**config.mk**
```make
export PLATFORM = sky130hd
export DESIGN_NAME = fetch_ctrl_flat
export DESIGN_NICKNAME = d
export VERILOG_FILES = /design/src/rtl/fetch_ctrl_if.sv /design/src/rtl/fetch_ctrl.sv /design/src/flat_wrapper.sv
export SDC_FILE = /design/constraint.sdc
export NUM_CORES = 1
export LEC_CHECK = 0
export ABC_AREA = 1
export CAP_MARGIN = 10
export CORE_UTILIZATION = 55
export CTS_CLUSTER_DIAMETER = 200
export DETAILED_ROUTE_END_ITERATION = 10
export PLACE_DENSITY = 0.95
export REMOVE_ABC_BUFFERS = 1
export SYNTH_ARGS = -nofsm -noshare
export SYNTH_HDL_FRONTEND = slang
export SYNTH_SLANG_ARGS = --single-unit
export TNS_END_PERCENT = 1
```
**constraint.sdc**
```tcl
create_clock -name clk -period 31.7 [get_ports clk]
set_input_delay 7.925 -clock clk [delete_from_list [all_inputs] [get_ports clk]]
set_output_delay 7.925 -clock clk [all_outputs]
set_load 0.1 [all_outputs]
```
**src/rtl/fetch_ctrl_if.sv**
```systemverilog
// Handshake bundle between the fetch controller, instruction memory and decode.
// master = fetch controller side, slave = memory/decode side.
interface fetch_ctrl_if;
    logic        imem_req_valid;
    logic        imem_req_ready;
    logic [31:0] imem_req_addr;
    logic        imem_rsp_valid;
    logic [31:0] imem_rsp_data;
    logic        id_valid;
    logic        id_ready;
    logic [31:0] id_pc;
    logic [31:0] id_instr;

    modport master (
        output imem_req_valid, imem_req_addr, id_valid, id_pc, id_instr,
        input  imem_req_ready, imem_rsp_valid, imem_rsp_data, id_ready
    );

    modport slave (
        input  imem_req_valid, imem_req_addr, id_valid, id_pc, id_instr,
        output imem_req_ready, imem_rsp_valid, imem_rsp_data, id_ready
    );
endinterface

```
**src/rtl/fetch_ctrl.sv**
```systemverilog
// IF-stage controller: issues instruction reads for the current PC, pairs the
// in-order responses with their PCs in a small buffer and hands them to decode.
// A redirect flushes everything; responses still in flight are counted in a
// drop counter and discarded as they return.
module fetch_ctrl #(
    parameter int DEPTH = 2,
    parameter int CNT_W = 2
) (
    input  logic          clk,
    input  logic          reset,
    input  logic [31:0]   i_pc,
    output logic          o_pc_enable,
    output logic [31:0]   o_pc_next,
    input  logic          i_redirect,
    input  logic [31:0]   i_redirect_pc,
    fetch_ctrl_if.master  bus
);
    localparam int PTR_W = (DEPTH > 1) ? $clog2(DEPTH) : 1;
    localparam logic [CNT_W+1:0] L_DEPTH = (CNT_W+2)'(DEPTH);

    logic [31:0]      r_pendPc   [DEPTH];
    logic [PTR_W-1:0] r_pendWr;
    logic [PTR_W-1:0] r_pendRd;
    logic [31:0]      r_bufPc    [DEPTH];
    logic [31:0]      r_bufInstr [DEPTH];
    logic [PTR_W-1:0] r_bufWr;
    logic [PTR_W-1:0] r_bufRd;
    logic [CNT_W-1:0] r_count;
    logic [CNT_W-1:0] r_outstanding;
    logic [CNT_W-1:0] r_drop;

    logic [CNT_W+1:0] w_credit;
    logic             w_reqValid;
    logic             w_reqFire;
    logic             w_rspKeep;
    logic             w_rspDrop;
    logic             w_idValid;
    logic             w_idFire;
    logic [CNT_W-1:0] w_outNext;
    logic [CNT_W-1:0] w_dropNext;
    logic [CNT_W-1:0] w_countNext;

    // Every slot is either in flight (kept or dropped) or buffered, so this sum
    // bounds the buffer and prevents overflow.
    assign w_credit   = (CNT_W+2)'(r_outstanding) + (CNT_W+2)'(r_count) + (CNT_W+2)'(r_drop);
    assign w_reqValid = !reset && !i_redirect && (w_credit < L_DEPTH);
    assign w_reqFire  = w_reqValid && bus.imem_req_ready;
    assign w_rspDrop  = bus.imem_rsp_valid && (r_drop != '0);
    assign w_rspKeep  = bus.imem_rsp_valid && (r_drop == '0);
    assign w_idValid  = (r_count != '0);
    assign w_idFire   = w_idValid && bus.id_ready;

    assign bus.imem_req_valid = w_reqValid;
    assign bus.imem_req_addr  = {i_pc[31:2], 2'b00};
    assign bus.id_valid       = w_idValid;
    assign bus.id_pc          = r_bufPc[r_bufRd];
    assign bus.id_instr       = r_bufInstr[r_bufRd];

    assign o_pc_enable = !reset && (i_redirect || w_reqFire);
    assign o_pc_next   = i_redirect ? i_redirect_pc : (i_pc + 32'd4);

    // Next values of the three counters; a redirect turns every outstanding read
    // into a dropped one, less the response that is discarded in the same cycle.
    always_comb begin
        w_outNext   = r_outstanding;
        w_dropNext  = r_drop;
        w_countNext = r_count;
        if (i_redirect) begin
            w_outNext   = '0;
            w_dropNext  = r_outstanding + r_drop - CNT_W'(bus.imem_rsp_valid);
            w_countNext = '0;
        end else begin
            w_outNext   = r_outstanding + CNT_W'(w_reqFire) - CNT_W'(w_rspKeep);
            w_dropNext  = r_drop - CNT_W'(w_rspDrop);
            w_countNext = r_count + CNT_W'(w_rspKeep) - CNT_W'(w_idFire);
        end
    end

    // Pending-PC queue, instruction buffer and counters; redirect flushes both queues.
    always_ff @(posedge clk or posedge reset) begin
        if (reset) begin
            r_pendWr      <= '0;
            r_pendRd      <= '0;
            r_bufWr       <= '0;
            r_bufRd       <= '0;
            r_count       <= '0;
            r_outstanding <= '0;
            r_drop        <= '0;
            for (int k = 0; k < DEPTH; k++) begin
                r_pendPc[k]   <= '0;
                r_bufPc[k]    <= '0;
                r_bufInstr[k] <= '0;
            end
        end else begin
            r_count       <= w_countNext;
            r_outstanding <= w_outNext;
            r_drop        <= w_dropNext;
            if (i_redirect) begin
                r_pendWr <= '0;
                r_pendRd <= '0;
                r_bufWr  <= '0;
                r_bufRd  <= '0;
            end else begin
                if (w_reqFire) begin
                    r_pendPc[r_pendWr] <= i_pc;
                    r_pendWr           <= r_pendWr + PTR_W'(1);
                end
                if (w_rspKeep) begin
                    r_bufPc[r_bufWr]    <= r_pendPc[r_pendRd];
                    r_bufInstr[r_bufWr] <= bus.imem_rsp_data;
                    r_bufWr             <= r_bufWr + PTR_W'(1);
                    r_pendRd            <= r_pendRd + PTR_W'(1);
                end
                if (w_idFire) begin
                    r_bufRd <= r_bufRd + PTR_W'(1);
                end
            end
        end
    end
endmodule
```
**src/flat_wrapper.sv**
```systemverilog
// flat-port wrapper written by rule: the top's interface ports become plain ports
module fetch_ctrl_flat 
#(
    parameter int DEPTH = 2,
    parameter int CNT_W = 2
)
  (clk, reset, i_pc, o_pc_enable, o_pc_next, i_redirect, i_redirect_pc, bus_imem_req_valid, bus_imem_req_addr, bus_id_valid, bus_id_pc, bus_id_instr, bus_imem_req_ready, bus_imem_rsp_valid, bus_imem_rsp_data, bus_id_ready);
  fetch_ctrl_if bus_i ();
  input  logic clk;
  input  logic reset;
  input  logic [31:0] i_pc;
  output logic o_pc_enable;
  output logic [31:0] o_pc_next;
  input  logic i_redirect;
  input  logic [31:0] i_redirect_pc;
  output wire logic [$bits(bus_i.imem_req_valid)-1:0] bus_imem_req_valid;
  output wire logic [$bits(bus_i.imem_req_addr)-1:0] bus_imem_req_addr;
  output wire logic [$bits(bus_i.id_valid)-1:0] bus_id_valid;
  output wire logic [$bits(bus_i.id_pc)-1:0] bus_id_pc;
  output wire logic [$bits(bus_i.id_instr)-1:0] bus_id_instr;
  input wire logic [$bits(bus_i.imem_req_ready)-1:0] bus_imem_req_ready;
  input wire logic [$bits(bus_i.imem_rsp_valid)-1:0] bus_imem_rsp_valid;
  input wire logic [$bits(bus_i.imem_rsp_data)-1:0] bus_imem_rsp_data;
  input wire logic [$bits(bus_i.id_ready)-1:0] bus_id_ready;
  assign bus_imem_req_valid = bus_i.imem_req_valid;
  assign bus_imem_req_addr = bus_i.imem_req_addr;
  assign bus_id_valid = bus_i.id_valid;
  assign bus_id_pc = bus_i.id_pc;
  assign bus_id_instr = bus_i.id_instr;
  assign bus_i.imem_req_ready = bus_imem_req_ready;
  assign bus_i.imem_rsp_valid = bus_imem_rsp_valid;
  assign bus_i.imem_rsp_data = bus_imem_rsp_data;
  assign bus_i.id_ready = bus_id_ready;
  fetch_ctrl #(.DEPTH(DEPTH), .CNT_W(CNT_W)) u_core (.clk(clk), .reset(reset), .i_pc(i_pc), .o_pc_enable(o_pc_enable), .o_pc_next(o_pc_next), .i_redirect(i_redirect), .i_redirect_pc(i_redirect_pc), .bus(bus_i));
endmodule
```
# Word-level counts from Yosys, hierarchy flattened
# Index checks and enable logic that the tools add are counted.
# totals
reg_bits,202
in_bits,102
word_cells,87
# op_classes
bitwise,5
n_addsub,14
order_cmp,7
mux,28
reduce_logical,20
# op_table
op,count
$mux 32,12
$bwmux 64,3
$demux 32 s1,2
$add 32x3->32 const B,1
$reduce_bool 2->1,5
$logic_and 1x1->1,9
$ge 2x2->1 const B,4
$mux 1,8
$not 1->2,4
$sub 2x1->2,4
$mux 2,3
$add 1x1->1 const B,4
$add 2x1->2,2
$add 4x2->4,1
$lt 2x1->1 const B,2
$lt 4x2->1 const B,1
$reduce_and 2->1,2
$add 2x2->3,1
$add 2x2->2,1
$logic_not 1->1,2
$logic_not 2->1,1
$logic_or 1x1->1,1
$not 1->1,1

# Longest topological paths before layout
# Gate-level depths: netlist of run 1.
# depth
ltp_word,8
depth_mapped,11
ltp_nobuf,11

# Worst setup path before layout of run 1
# OpenSTA, ideal clock, no wires.
# synth_timing
path_kind,input-to-output
start,input port reset
end,output port o_pc_enable
arrival_ns,14.467
path_buffers,0
stages,5
slack_ns,9.308
cell_sequence,inv_1 nand3_2 a21oi_4 nand3_1 a21oi_1
# synth_between
elab_chain_len,6
# synth_rtl
item,line,source
"start, declared",flat_wrapper.sv:10,input logic reset;
$logic_not 1->1 (*),"fetch_ctrl.sv:46, fetch_ctrl.sv:59",
$logic_and 1x1->1 (2 in a row),fetch_ctrl.sv:46,assign w_reqValid = !reset && !i_redirect && (w_credit < L_DEPTH);
$logic_and 1x1->1,fetch_ctrl.sv:47,assign w_reqFire = w_reqValid && bus.imem_req_ready;
$logic_or 1x1->1,fetch_ctrl.sv:59,assign o_pc_enable = !reset && (i_redirect || w_reqFire);
$logic_and 1x1->1 (*),fetch_ctrl.sv:59,
"end, declared",flat_wrapper.sv:12,output logic o_pc_enable;
# Mark *: on every way between the ends. The rest lies on a longest branch, timed or not.

# Worst setup path after layout of run 1
# layout_timing
start,input port i_pc[2]
end,output port o_pc_next[28]
# layout_between
elab_chain_len,2
# layout_rtl
item,line,source
"start, declared",flat_wrapper.sv:11,input logic [31:0] i_pc;
$add 32x3->32,fetch_ctrl.sv:60,assign o_pc_next = i_redirect ? i_redirect_pc : (i_pc + 32'd4);
$mux 32,fetch_ctrl.sv:60,
"end, declared",flat_wrapper.sv:13,output logic [31:0] o_pc_next;
# Every way passes these cells.

==> metrics.txt, run 1 <==
Max FO, Critical Path 8; Synth Register Bits 202; clock skew about 0.0063 ns; worst r2r dst u_core.r_pendPc[14]$_DFFE_PP0P_; DIE WIDTH 141.5 um; Root Driver clkbuf_16; Initial Util 56.66%; port bufs 230; post-CTS setup repair buffer count 0; unrepaired setup endpoints after global routing false; initial DRC count about 880; GR Overflow Total 0; fin. max-slew vios 0; Yosys warnings 0; Reg2Reg Setup Slack 28.19 ns; hpwl dp around 19000 um; CP Data Arrival Time 11.04 ns; largest net degree at the start of global routing 127; Core Rows 50; final hold vios 0; Via Count 10040; Hold Crit Endpoint u_core.r_bufInstr[51]$_DFFE_PP0P_; Rel. slew slack a little under a quarter; sequential-to-total area share from yosys stat a little under half; fin cells approximately 1900; Net Sw Power 0.0007185 W; antenna violations before repair 0; power share of the combinational group 52.7%; Post-Syn Area per Cell 7.428 um^2; Crit. End Element primary output; fin crit period between 15 and 20 ns; cell count after placement approximately 1800; fin crit share 59.82%; Layout area overhead 26.30%; drt pass-1 iters 5; Post-Syn Area 10700 um^2; vias in the first global route 9549; DR vias/cell between 5 and 6; Clk Latency, worst-skew pair 0.50 ns; fillers between 1000 and 1500; Resized Gates After CTS 0; CTS tree built; Post-Synthesis Cells 1441; TritonCTS Sinks roughly 200; Net Sw Frac 50.36%; leak pwr 6.639 nW; Worst Path Required approximately 24 ns; Clk pin slew, worst setup/hold paths about 0.06 ns; Placer Congestion 0.9542; clock power share 19.5%; startpoint types primary input; commonest cells after routing, fill and taps aside 651 x nand2_1, 229 x clkdlybuf4s50_1, 201 x dfrtp_1, 147 x o21ai_0, 100 x inv_1; setup TNS 0 ns; # DRC 0; sequential power share 27.9%; internal power between 0.0007 and 0.0008 W; # setup viols final 0; total global-route track usage 29.47%; R2R depth 9; layout cells sized above 1 6.335%; Min-Delay Startpoint u_core.r_bufInstr[51]$_DFFE_PP0P_; Peak VDD IR just over 0.1 mV; most common cell after layout, fill and taps aside nand2_1; CTS Hold Buffers Added 0; Crit Path Class primary input to primary output; die extent in y 141.5 um; final core occ a little under three quarters; reg-to-reg startpoint u_core.r_count[0]$_DFF_PP0_; Routed Antenna Nets 0; routed wire length 29260 um; Ports 233; HP Class flop to flop; Pwr per Cell Area 105.5 nW/um^2; crit-path cells clkdlybuf4s50_1, ha_1, nand3_1, nor2_2, nand2_1, inv_1, nand3_1, nand2_1, nand2_1, nand2_1, clkdlybuf4s50_1; Worst path slowest cell clkdlybuf4s50_1; Tightest Pin Transition 1.138 ns; outcome completed; Core ar. 18890 um^2; Worst path max stage delay 1.13 ns; Max clock buf depth 3; Max Cap Violations 0; Min Hold Slack 0.4765 ns; Max Clock Freq 0.05273 GHz; hold depth 2; Setup crit start i_pc[2]; Cell variety after synth 39; # H-tree levels 1; CTS Buf Count 21; first-pass GRT wire length 46820 um; fin nets 1710; # diodes 0; full die area 20020 um^2; drt wl/cell 15.64 um; Most common cell on crit path nand2_1
[registers in the layout, summed over array words and instances, names as in the netlist]
| name | cells |
|---|---|
| u_core.r_pendPc | 64 |
| u_core.r_bufPc | 64 |
| u_core.r_outstanding | 2 |
| u_core.r_bufWr | 1 |
| u_core.r_drop | 2 |
| u_core.r_pendRd | 1 |
| u_core.r_bufRd | 1 |
| u_core.r_count | 2 |
| u_core.r_bufInstr | 64 |
| u_core.r_pendWr | 1 |
[synth_stat cells, drive strengths merged]
| cell type | instances | area share [%] |
|---|---|---|
| inv | 105 | 3.7 |
| nand3 | 25 | 1.3 |
| a31oi | 2 | 0.12 |
| and2 | 1 | 0.058 |
| clkbuf | 38 | 1.3 |
| xor2 | 6 | 0.49 |
| nand4 | 3 | 0.37 |
| xnor2 | 5 | 0.41 |
| dfrtp | 202 | 47 |
| or2 | 2 | 0.12 |
| nand3b | 1 | 0.070 |
| nor2 | 64 | 2.4 |
| clkinv | 2 | 0.082 |
| o31ai | 1 | 0.070 |
| buf | 68 | 4.8 |
| nand2 | 671 | 24 |
| conb | 1 | 0.035 |
| ha | 10 | 1.2 |
| fa | 2 | 0.37 |
| a21oi | 9 | 0.53 |
| o21ai | 223 | 11 |
[layer usage]
layer | track usage (%) | vias up | share of wire [%]
li1 | - | 4761 | -
met1 | 37.35 | 4653 | 39
met2 | 49.43 | 535 | 48
met3 | 5.670 | 86 | 9.1
met4 | 12.85 | 0 | 3.8
met5 | 0 | - | 0
[stage by stage]
stage	power, W	instance area, um^2	setup slack, ns
final	0.001427	13520	12.74
after global routing	0.001495	13520	12.52
after CTS	0.001430	13520	12.70
after detailed placement	0.001144	12740	12.71
after global placement	0.001126	12740	12.78
after floorplan	0.0009451	10050	9.308
[power by group through the flow]
stage          combinational [W]  sequential [W]  clock [W]
2_1_floorplan           0.000550        0.000395          0
3_3_place_gp            0.000732        0.000393          0
3_5_place_dp            0.000744        0.000400          0
4_1_cts                 0.000752        0.000396   0.000281
5_1_grt                 0.000796        0.000406   0.000292
6_report                0.000752        0.000398   0.000278
[kinds of logic after synthesis]
logic type	count (synthesis)	synth area share, %
flip-flops	202	47.22
AND/OR/NAND/NOR	767	28.38
other	1	0.03503
XOR/XNOR	11	0.9000
adder cells (fa/ha/maj)	12	1.543
AO/OA/AOI/OAI	235	11.95
buffers and inverters	213	9.971
[critical path: cells and delay by family]
family                     cells  cell delay, ns
and+or+nand+nor                7            0.94
buffers and inverters          3            1.92
adders and majority gates      1            0.24
[final cells by class]
cell class	instances	area (um^2)	share of cell area (%)
sequential	202	5056	37.40
multi-input combinational	1027	4594	33.98
timing repair buffer	237	2350	17.38
clock buffer	28	581.8	4.304
inverter	107	412.9	3.054
tap	260	325.3	2.406
clock inverter	9	198.9	1.472
[worst max path at each step]
| stage | endpoint | depth (start not counted) |
|---|---|---|
| 2_1_floorplan | o_pc_enable | 5 |
| 3_3_place_gp | o_pc_enable | 7 |
| 3_5_place_dp | o_pc_enable | 7 |
| 4_1_cts | o_pc_enable | 7 |
| 5_1_grt | o_pc_enable | 7 |
| 6_report | o_pc_next[28] | 11 |
No activity file was read; power rests on OpenSTA's default activity.
==> run 2, diff against run 1 <==
Settings changed: CORE_UTILIZATION 55 to 47, PLACE_DENSITY 0.95 to 0.87.
Clock period 31.7 ns to 16.8 ns, I/O delays scaled along.
==> metrics.txt, run 2 (synthesized netlist as in run 1, its figures left out) <==
outcome completed; initial DRC count 840 (-4.2%); Layout area overhead 26.04%; TritonCTS Sinks 202 (unchanged); Tightest Pin Transition 1.259 ns (+0.1204 ns); Via Count 9966 (-0.69%); total global-route track usage 26.12% (-3.4 points); # setup viols final 0 (unchanged); Core Rows 54 (+8.0%); Ports 233 (unchanged); # diodes 0 (unchanged); DIE WIDTH 152.9 um (+8.1%); first-pass GRT wire length 49130 um (+4.9%); hpwl dp 19380 um (+4.7%); CTS Buf Count 22 (+4.8%); CTS Hold Buffers Added 0 (unchanged); drt wl/cell 15.97 um (+2.0%); Most common cell on crit path clkdlybuf4s50_1; critical path's top delay family buffers and inverters; Max FO, Critical Path 129 (+121); DR vias/cell 5.270 (-1.8%); top flop regs u_core.r_bufInstr: 64 flops, u_core.r_bufPc: 64 flops, u_core.r_pendPc: 64 flops; layout cells sized above 1 6.331% (about the same); met1 usage 32.48% (-4.9 points); GR Overflow Total 0 (unchanged); Max clock buf depth 3 (unchanged); vias in the first global route 9705 (+1.6%); port bufs 230 (unchanged); final hold vios 0 (unchanged); Placer Congestion 0.9228 (-3.3%); fin nets 1711 (+0.058%); Worst Path Required 12.60 ns (-11.18 ns); Peak VDD IR 0.1004 mV (-0.61%); # DRC 0 (unchanged); post-CTS setup repair buffer count 0 (unchanged); Crit. End Element primary output; Resized Gates After CTS 0 (unchanged); full die area 23380 um^2 (+17%); fin crit share 68.47%; leak pwr 6.611 nW (-0.41%); Routed Antenna Nets 0 (unchanged); unrepaired setup endpoints after global routing false; largest net degree at the start of global routing 130 (+2.4%); Crit Path Class primary input to primary output; HP Class flop to flop; Max Clock Freq 0.08693 GHz; die extent in y 152.9 um (+8.1%); clock skew 0.01294 ns (+0.006646 ns); post-placement cell area 12760 um^2 (+0.20%); Placement Setup Slack 5.203 ns (-7.507 ns); Max Cap Violations 0 (unchanged); routed wire length 30190 um (+3.2%); setup TNS 0 ns (unchanged); fin crit period between 10 and 15 ns; startpoint types primary input; drt pass-1 iters 6 (+1); # H-tree levels 1 (unchanged); Worst path max stage delay 1.17 ns (+0.04 ns); grt met2 use 45.54% (-3.9 points); M3 GR Usage 4.650% (-1.0 points); Rel. slew slack 15.56% (-8.1 points); final instance area 13490 um^2 (-0.20%); antenna violations before repair 0 (unchanged); CTS tree built; Core ar. 22090 um^2 (+17%); Root Driver clkbuf_16; Worst path slowest cell clkdlybuf4s50_1; most common cell after layout, fill and taps aside nand2_1; Pwr per Cell Area 196.6 nW/um^2 (+86%); post-route setup slack 5.296 ns (-7.440 ns); Initial Util 48.45% (-8.2 points); fillers 1904 (+31%); Critical path buffers and inverters 3 (unchanged); commonest cells after routing, fill and taps aside 651 x nand2_1, 229 x clkdlybuf4s50_1, 201 x dfrtp_1, 147 x o21ai_0, 100 x inv_1; crit-path cells clkdlybuf4s50_1, inv_8, nand3_2, a21oi_4, nand3_1, a21oi_1, clkdlybuf4s50_1; CP Data Arrival Time 7.30 ns (-3.74 ns); Clk Latency, worst-skew pair 0.50 ns (about the same); fin. max-slew vios 0 (unchanged); total power 0.002652 W (+86%); GRT busiest layer met2; Clk pin slew, worst setup/hold paths 0.06 ns (about the same)
-- run 2: cell types whose count changed in the layout (fill, tap and decap cells not counted), sizes merged --
cell	previous run	this run
inv	106	105
clkbuf	28	34
bufinv	6	1
clkinvlp	0	1
-- run 2: worst paths after layout --
kind                                                    from                                end  slack, ns  depth (start not counted)
min in group asynchronous                              reset  u_core.r_outstanding[0]$_DFF_PP0_       4.33                          2
hold / removal             u_core.r_bufInstr[61]$_DFFE_PP0P_  u_core.r_bufInstr[61]$_DFFE_PP0P_       0.48                          2
setup / recovery                                       reset                        o_pc_enable       5.30                          7
setup reg to reg           u_core.r_outstanding[0]$_DFF_PP0_    u_core.r_pendPc[10]$_DFFE_PP0P_      13.18                          9
hold reg to reg            u_core.r_bufInstr[61]$_DFFE_PP0P_  u_core.r_bufInstr[61]$_DFFE_PP0P_       0.48                          2
max in group asynchronous                              reset    u_core.r_pendPc[37]$_DFFE_PP0P_      10.99                          3
-- run 2: stage by stage --
step / instances / hold slack, ns / util (%)
after floorplan: 1336 / 0.4492 / -
after global placement: 1853 / 0.4608 / 57.77
after detailed placement: 1853 / 0.4651 / 57.77
after CTS: 1891 / 0.4811 / 61.07
after global routing: 1891 / 0.4932 / 61.07
final: 1891 / 0.4781 / 61.07
-- run 2: final cells by class --
cell class | count | area (um^2) | area share [%]
clock buffers | 34 | 676.9 | 5.017
multi-input cells | 1027 | 4594 | 34.05
well taps | 280 | 350.3 | 2.597
flip-flops and latches | 202 | 5056 | 37.48
clock inverters | 4 | 51.30 | 0.3802
inverters | 107 | 412.9 | 3.060
repair buffers | 237 | 2350 | 17.42
-- run 2: worst min-delay path, delay by kind of cell, from the launching register on --
| family | cells | cell delay, ns |
|---|---|---|
| DFF | 1 | 0.34 |
| and+or+nand+nor | 2 | 0.10 |
-- run 2: metal layers --
metal	routed length [um]	share of wire, %	up-vias
li1	-	-	4752
met1	12320	41	4672
met2	14570	48	467
met3	2327	7.7	75
met4	966	3.2	0
met5	0	0	-
-- run 2: power by group --
group | switching (W) | total (W) | internal (W) | leakage (nW)
Sequential | 0.0000886 | 0.000750 | 0.000662 | 2.61
Clock | 0.000191 | 0.000483 | 0.000292 | 0.355
Combinational | 0.00108 | 0.00142 | 0.000339 | 3.64
==> run 3, diff against run 2 <==
Settings changed: CORE_UTILIZATION 47 to 52, PLACE_DENSITY 0.87 to 0.91.
Clock period 16.8 ns to 11.6 ns, I/O delays scaled along.
==> metrics.txt, run 3 (synthesized netlist as in run 1, its figures left out) <==
R2R depth 9 (unchanged); Worst path max stage delay 1.13 ns (-0.04 ns); total power 0.003824 W (+44%); TritonCTS Sinks 202 (unchanged); # H-tree levels 1 (unchanged); fin nets 1712 (+0.058%); CTS Hold Buffers Added 0 (unchanged); Max clock buf depth 3 (unchanged); Hold Crit Endpoint u_core.r_bufInstr[62]$_DFFE_PP0P_; post-CTS setup repair buffer count 0 (unchanged); worst r2r dst u_core.r_pendPc[11]$_DFFE_PP0P_; Worst Path Required 8.70 ns (-3.90 ns); Root Driver clkbuf_16; hold depth 2 (unchanged); total global-route track usage 28.08% (+2.0 points); setup TNS 0 ns (unchanged); Core Rows 52 (-3.7%); antenna violations before repair 0 (unchanged); hpwl dp 19490 um (+0.58%); Placement Setup Slack 2.674 ns (-2.528 ns); Rel. slew slack 22.02% (+6.5 points); CTS tree built; Net Sw Frac 51.48% (+0.23 points); Peak VDD IR 0.1443 mV (+44%); final hold vios 0 (unchanged); DIE WIDTH 145.5 um (-4.9%); Crit. End Element primary output; GR Overflow Total 0 (unchanged); clock skew 0.01049 ns (-0.002450 ns); Most common cell on crit path nand2_1; Max FO, Critical Path 8 (-94%); port bufs 230 (unchanged); Resized Gates After CTS 0 (unchanged); Core ar. 20230 um^2 (-8.4%); internal power 0.001855 W (+44%); Tightest Pin Transition 1.162 ns (-0.09635 ns); fin. max-slew vios 0 (unchanged); leak pwr 6.601 nW (-0.15%); Net Sw Power 0.001969 W (+45%); die extent in y 145.5 um (-4.9%); sequential power share 28.5% (+0.2 points); layout cells sized above 1 6.203% (-0.13 points); Pwr per Cell Area 284.3 nW/um^2 (+45%); Clk pin slew, worst setup/hold paths 0.05 ns (about the same); vias in the first global route 9875 (+1.8%); unrepaired setup endpoints after global routing false; Via Count 10090 (+1.3%); largest net degree at the start of global routing 124 (-4.6%); # setup viols final 0 (unchanged); drt pass-1 iters 6 (unchanged); CP Data Arrival Time 6.10 ns (-1.20 ns); outcome completed; crit-path cells clkdlybuf4s50_1, ha_1, nand3_1, nor2_2, nand2_1, inv_1, nand3_1, nand2_1, nand2_1, nand2_1, clkdlybuf4s50_1; # diodes 0 (unchanged); commonest cells after routing, fill and taps aside 651 x nand2_1, 229 x clkdlybuf4s50_1, 201 x dfrtp_1, 147 x o21ai_0, 100 x inv_1; fin crit share 77.60%; routed wire length 29850 um (-1.1%); Placer Congestion 0.9923 (+7.5%); Min Hold Slack 0.4777 ns (-0.0004010 ns); full die area 21160 um^2 (-9.5%); power share of the combinational group 53.6% (about the same); Layout area overhead 25.66%; initial DRC count 801 (-4.6%); HP Class flop to flop; CTS Buf Count 22 (unchanged); Min-Delay Startpoint u_core.r_bufInstr[62]$_DFFE_PP0P_; clock power share 17.8% (-0.4 points); Crit Path Class primary input to primary output; Max Clock Freq about 0.11 GHz; Max Cap Violations 0 (unchanged); critical path's top delay family buffers and inverters; Critical path buffers and inverters 3 (unchanged); Reg2Reg Setup Slack 8.05 ns (-5.13 ns); reg-to-reg startpoint u_core.r_count[0]$_DFF_PP0_; Initial Util 52.90% (+4.5 points); Worst path slowest cell clkdlybuf4s50_1; post-route setup slack 2.598 ns (-2.698 ns); Routed Antenna Nets 0 (unchanged); drt wl/cell 15.86 um (-0.67%); most common cell after layout, fill and taps aside nand2_1; Ports 233 (unchanged); final core occ 66.47% (+5.4 points); fin crit period about 9 ns; first-pass GRT wire length 48220 um (-1.9%); startpoint types primary input; # DRC 0 (unchanged); DR vias/cell 5.363 (+1.8%); Clk Latency, worst-skew pair 0.51 ns (about the same); top flop regs u_core.r_bufInstr: 64 flops, u_core.r_bufPc: 64 flops, u_core.r_pendPc: 64 flops
-- run 3: cell count changes in the layout (fill, tap and decap cells not counted), sizes merged --
cell | previous run | this run
clkinvlp | 1 | 0
clkinv | 4 | 5
buf | 8 | 9
-- run 3: tightest hold or removal path, stage by stage (launching register included) --
cell     delay [ns]
dfrtp_1        0.34
nand2_1        0.05
nand2_1        0.05
-- run 3: routing by layer --
layer | part of all wire (%) | track usage [%] | routed length (um)
met2 | 48 | 47.28 | 14350
met1 | 40 | 36.70 | 11800
met5 | 0 | 0 | 0
met3 | 8.9 | 4.420 | 2662
met4 | 3.5 | 10.47 | 1033
-- run 3: final cells by class --
class | instances | area [um^2]
flip-flops and latches | 202 | 5056
clock buffers | 34 | 646.9
repair buffers | 238 | 2357
multi-input cells | 1027 | 4594
fillers | 1651 | 6784
well taps | 270 | 337.8
inverters | 107 | 412.9
clock inverters | 4 | 45.04
-- run 3: per-stage QoR --
stage | instance area, um^2 | instances
floorplan | 10050 | 1336
global placement | 12760 | 1844
detailed placement | 12760 | 1844
CTS | 13450 | 1882
global route | 13450 | 1882
finish | 13450 | 1882
-- run 3: worst max path at each step --
stage	start	end	slack, ns	cells after the start
after floorplan	reset	o_pc_enable	-0.74	5
after global placement	reset	o_pc_enable	2.74	7
after detailed placement	reset	o_pc_enable	2.67	7
after CTS	i_pc[2]	o_pc_next[28]	2.62	11
after global routing	i_pc[2]	o_pc_next[28]	2.45	11
final	i_pc[2]	o_pc_next[28]	2.60	11
-- run 3: power by group through the flow --
| stage | registers, W | logic [W] | clock network, W |
|---|---|---|---|
| floorplan | 0.00108 | 0.00150 | 0 |
| global placement | 0.00108 | 0.00200 | 0 |
| detailed placement | 0.00110 | 0.00204 | 0 |
| CTS | 0.00109 | 0.00206 | 0.000688 |
| global route | 0.00112 | 0.00217 | 0.000711 |
| finish | 0.00109 | 0.00205 | 0.000681 |
